[src/rtl/branch_unit_pkg.sv]
// Shared constants for the branch unit: instruction phases, branch opcodes,
// condition codes and flag bit positions within the {S,Z,C,V} flag word.
package branch_unit_pkg;

    // Instruction phases
    localparam logic [2:0] PH_FETCH = 3'b000;
    localparam logic [2:0] PH_DEC   = 3'b001;
    localparam logic [2:0] PH_EX    = 3'b010;
    localparam logic [2:0] PH_MEM   = 3'b011;
    localparam logic [2:0] PH_WB    = 3'b100;

    // Branch opcodes, instr[15:11]
    localparam logic [4:0] OP_B   = 5'b10100;
    localparam logic [4:0] OP_BCC = 5'b10111;

    // Condition codes, instr[10:8]; 100..111 are never taken
    localparam logic [2:0] CC_BE  = 3'b000;
    localparam logic [2:0] CC_BLT = 3'b001;
    localparam logic [2:0] CC_BLE = 3'b010;
    localparam logic [2:0] CC_BNE = 3'b011;

    // Flag bit indices in flags_out
    localparam int unsigned FLAG_S = 3;
    localparam int unsigned FLAG_Z = 2;
    localparam int unsigned FLAG_C = 1;
    localparam int unsigned FLAG_V = 0;

endpackage

[src/rtl/branch_cond.sv]
// Combinational branch decoder.
// Ports:
//   instr_hi  - instruction bits [15:8] (opcode + condition field)
//   flags     - architectural flags {S,Z,C,V}
//   is_branch - instruction is B or Bcc
//   taken     - branch is taken under the given flags
module branch_cond
    import branch_unit_pkg::*;
(
    input  logic [7:0] instr_hi,
    input  logic [3:0] flags,
    output logic       is_branch,
    output logic       taken
);

    logic [4:0] opcode;
    logic [2:0] cond;
    logic       lt;
    logic       cond_true;

    assign opcode = instr_hi[7:3];
    assign cond   = instr_hi[2:0];
    assign lt     = flags[FLAG_S] ^ flags[FLAG_V];

    always_comb begin
        cond_true = 1'b0;
        case (cond)
            CC_BE:   cond_true = flags[FLAG_Z];
            CC_BLT:  cond_true = lt;
            CC_BLE:  cond_true = flags[FLAG_Z] | lt;
            CC_BNE:  cond_true = ~flags[FLAG_Z];
            default: cond_true = 1'b0;
        endcase
    end

    always_comb begin
        is_branch = 1'b0;
        taken     = 1'b0;
        if (opcode == OP_B) begin
            is_branch = 1'b1;
            taken     = 1'b1;
        end else if (opcode == OP_BCC) begin
            is_branch = 1'b1;
            taken     = cond_true;
        end
    end

endmodule

[src/rtl/branch_unit.sv]
// Branch unit: holds the condition flags, decodes branches and produces the
// registered jump request consumed by the program counter in phase 100.
// Ports:
//   clock, rst     - rising-edge clock, asynchronous active-low reset
//   phase          - instruction phase 000..100 (101..111 hold everything)
//   pc_in          - current PC
//   instr          - instruction register
//   alu_s/z/c/v    - ALU flag results; flag_we enables the phase-010 update
//   j_flag, j_addr - jump request and base address (PC adds the final +1)
//   flags_out      - {S,Z,C,V}
//   taken_cnt      - saturating count of taken branches
module branch_unit
    import branch_unit_pkg::*;
#(
    parameter int unsigned W  = 16,
    parameter int unsigned DW = 8
) (
    input  logic         clock,
    input  logic         rst,
    input  logic [2:0]   phase,
    input  logic [W-1:0] pc_in,
    input  logic [W-1:0] instr,
    input  logic         alu_s,
    input  logic         alu_z,
    input  logic         alu_c,
    input  logic         alu_v,
    input  logic         flag_we,
    output logic         j_flag,
    output logic [W-1:0] j_addr,
    output logic [3:0]   flags_out,
    output logic [W-1:0] taken_cnt
);

    localparam logic [W-1:0] CntMax = '1;

    logic [3:0]   flags_q, flags_d;
    logic         j_flag_q, j_flag_d;
    logic [W-1:0] j_addr_q, j_addr_d;
    logic [W-1:0] cnt_q, cnt_d;
    logic         is_branch;
    logic         taken;
    logic [W-1:0] disp;

    // Condition is evaluated on the registered flags, so a phase-010 update
    // is already visible at the phase-011 decision edge.
    branch_cond u_branch_cond (
        .instr_hi  (instr[15:8]),
        .flags     (flags_q),
        .is_branch (is_branch),
        .taken     (taken)
    );

    assign disp = {{(W-DW){instr[DW-1]}}, instr[DW-1:0]};

    always_comb begin
        flags_d  = flags_q;
        j_flag_d = j_flag_q;
        j_addr_d = j_addr_q;
        cnt_d    = cnt_q;
        case (phase)
            PH_EX: begin
                if (flag_we) begin
                    flags_d = {alu_s, alu_z, alu_c, alu_v};
                end
            end
            PH_MEM: begin
                j_flag_d = taken;
                j_addr_d = pc_in + disp;
                if (taken && (cnt_q != CntMax)) begin
                    cnt_d = cnt_q + 1'b1;
                end
            end
            PH_WB: begin
                j_flag_d = 1'b0;
            end
            default: ;
        endcase
    end

    always_ff @(posedge clock or negedge rst) begin
        if (!rst) begin
            flags_q  <= 4'b0000;
            j_flag_q <= 1'b0;
            j_addr_q <= '0;
            cnt_q    <= '0;
        end else begin
            flags_q  <= flags_d;
            j_flag_q <= j_flag_d;
            j_addr_q <= j_addr_d;
            cnt_q    <= cnt_d;
        end
    end

    assign j_flag    = j_flag_q;
    assign j_addr    = j_addr_q;
    assign flags_out = flags_q;
    assign taken_cnt = cnt_q;

    // is_branch is informational; taken already implies a branch.
    logic unused_is_branch;
    assign unused_is_branch = is_branch;

endmodule
[config.mk]
export PLATFORM = sky130hd
export DESIGN_NAME = branch_unit
export DESIGN_NICKNAME = d
export VERILOG_FILES = /design/src/rtl/branch_unit_pkg.sv /design/src/rtl/branch_cond.sv /design/src/rtl/branch_unit.sv
export SDC_FILE = /design/constraint.sdc
export NUM_CORES = 1
export LEC_CHECK = 0
export ABC_AREA = 1
export CORE_ASPECT_RATIO = 0.75
export CORE_UTILIZATION = 28
export CTS_CLUSTER_SIZE = 16
export DETAILED_ROUTE_END_ITERATION = 10
export PLACE_DENSITY = 0.59
export SYNTH_ARGS = -nofsm -noshare
export SYNTH_HDL_FRONTEND = slang
export SYNTH_SLANG_ARGS = --single-unit
export TNS_END_PERCENT = 1
[constraint.sdc]
create_clock -name clock -period 4.4 [get_ports clock]
set_input_delay 0.66 -clock clock [delete_from_list [all_inputs] [get_ports clock]]
set_output_delay 0.66 -clock clock [all_outputs]
set_load 0.1 [all_outputs]
==> results_dict.tcl <==
set metrics [dict create \
    grt_use_total 0.146 \
    clock-skew-final_ps 2.71 \
    coreArea_sq_um 9660 \
    numPortBuffers 78 \
    fin_setup_tns_ps 0 \
    m1WireLength_um 3600 \
    vias 2759 \
    grt_overflow 0 \
    critical_path_buf_inv_count 1 \
    synth_area_sq_um 2790 \
    layout_commonest_cell "nand2_1" \
    postCtsSetupBuffers 0 \
    crit_required_ps 3740 \
    layout_common_cells "nand2_1, clkdlybuf4s50_1, inv_1, nand3_1, dfrtp_1" \
    synth_edf_count 0 \
    grt_pass1_wl_um 11700 \
    holdWs_ps 468 \
    gp_congestion 0.848 \
    max_stage_delay_ps 1190 \
    grt_pass1_vias 2490 \
    leakage_nw 1.97 \
    clock_latency_ps 280 \
    boundaryPins 79 \
    power_density_nw_per_um2 369 \
    ctsHtreeMaxLevel 2 \
    maxCapViolations 0 \
    cp_slowest_cell "clkdlybuf4s50_1" \
    worst_slack_ps 1800 \
    relSlewSlack 0.337 \
    async_flop_share 1.00 \
    fmax_mhz 385 \
    fin_total_pwr_mw 1.43 \
    top_layer_used "met4" \
    hold_class "primary input to asynchronous set/reset pin" \
    finalCritPeriodShare 0.591 \
    syn-num-nets 471 \
    die-area_sq_um 10400 \
    cp.arrival_ps 1940 \
    drtPass1Iterations 5 \
    final-setup-viol-count 0 \
    end_kind "primary output" \
    drc 0 \
    cts-resized-gates 0 \
    synth_ff_type "dfrtp_1" \
    fp.dieH_um 88.4 \
    synth_seq_area_share 0.332 \
    clk_pin_slew_ps 60 \
    rsz0062_at_grt "no" \
    cts_buffers 5 \
    diodes 0 \
    wl_um 7140 \
    drive_gt1_frac 0.0548 \
    area_growth_pct 38.6 \
    r2r_cells 9 \
    ant_nets 0 \
    pre_cts_slack_ps 1700 \
    avgSynthCellArea_sq_um 6.77 \
    grt_antenna_before_repair 0 \
    via_per_inst 4.41 \
    clock_sinks 37 \
    path_cells "clkdlybuf4s50_1" \
    cp.depth 1 \
    fin_crit_ps 2600 \
    ys_warn_count 0 \
    cp_max_fo 6 \
    grt_max_degree 38 \
    drv_slew 0 \
    final_core_util 0.400 \
    dr_wl_met2_um 3280 \
    row_count 31 \
    finalHoldViolCount 0 \
    cts_tree "yes" \
    yosys.cell_types.count 31 \
    postSynthCellCount 412 \
    start_util 0.289 \
    die_x_um 117 \
    cts_hold_buffers 0 \
    path_class "register to primary output" \
    wl_per_cell_um 11.4 \
    nNetsFinal 551 \
    synth-seq-cells 37 \
    wl_met3_um 232 \
    status "completed" \
    vdd_drop_max_uv 329 \
    cts_buffer_depth 2 \
    drt_iter0_drc 109 \
    startpoint_type "register" \
    cts-root-buf "clkbuf_16" \
    hpwl_um 5740 \
    crit_family "buffers and inverters" \
    worst_pin_slew_ps 991 \
]
cell type report:
cell class / count / area, sq um
clock buffers: 7 / 153
fillers: 1008 / 5790
well taps: 132 / 165
clock inverters: 1 / 8.76
repair buffers: 79 / 783
inverters: 57 / 214
flip-flops and latches: 37 / 926
multi-input cells: 312 / 1620
sequential cells by signal (all words and copies together) (netlist names):
signal     flops
j_addr        16
flags_out      4
taken_cnt     16
j_flag         1
final timing paths:
path / to / startpoint / slack, ps
min in group clock: j_addr[8] / j_addr[8] / 490
max: taken_cnt[7] / taken_cnt[7] / 1800
min: taken_cnt[15] / rst / 470
max reg2reg: taken_cnt[14] / taken_cnt[1] / 2620
min reg2reg: j_addr[8] / j_addr[8] / 490
max in group asynchronous: flags_out[0] / rst / 3420
cells by family (layout without fill, tap and decap cells):
family / count (synthesis) / count (layout) / synth area share
compound gates: 14 / 14 / 0.0274
xor+xnor: 15 / 15 / 0.0471
fa+ha+maj: 17 / 17 / 0.0790
buf+inv: 63 / 144 / 0.0884
flops: 37 / 37 / 0.332
mux: 4 / 4 / 0.0161
simple gates: 262 / 262 / 0.410
power by group:
part           internal [mW]  switching [mW]
combinational          0.172           0.457
sequential             0.383          0.0323
clock                  0.243           0.140
routing by layer:
layer / vias up / track usage
met1: 1251 / 0.207
met4: 0 / 0.0276
met3: 2 / 0.0247
li1: 1457 / -
met2: 49 / 0.236
met5: - / 0
Yosys cell counts (4+ instances only):
cell type / n / area [sq um]
dfrtp_1: 37 / 926
nor3_1: 7 / 35.0
nand3_1: 45 / 225
nor2_1: 21 / 78.8
ha_1: 16 / 200
a21oi_1: 8 / 40.0
xnor2_1: 8 / 70.1
nand4_1: 7 / 43.8
inv_1: 54 / 203
nand2_1: 166 / 623
xor2_1: 7 / 61.3
mux2_2: 4 / 45.0
o21ai_0: 4 / 20.0
stage by stage:
stage,area [sq um],std cells
5_1_grt,3870,625
3_5_place_dp,3700,617
3_3_place_gp,3700,617
2_1_floorplan,2790,412
4_1_cts,3870,625
6_report,3870,625
(Power assumes the default switching activity.)
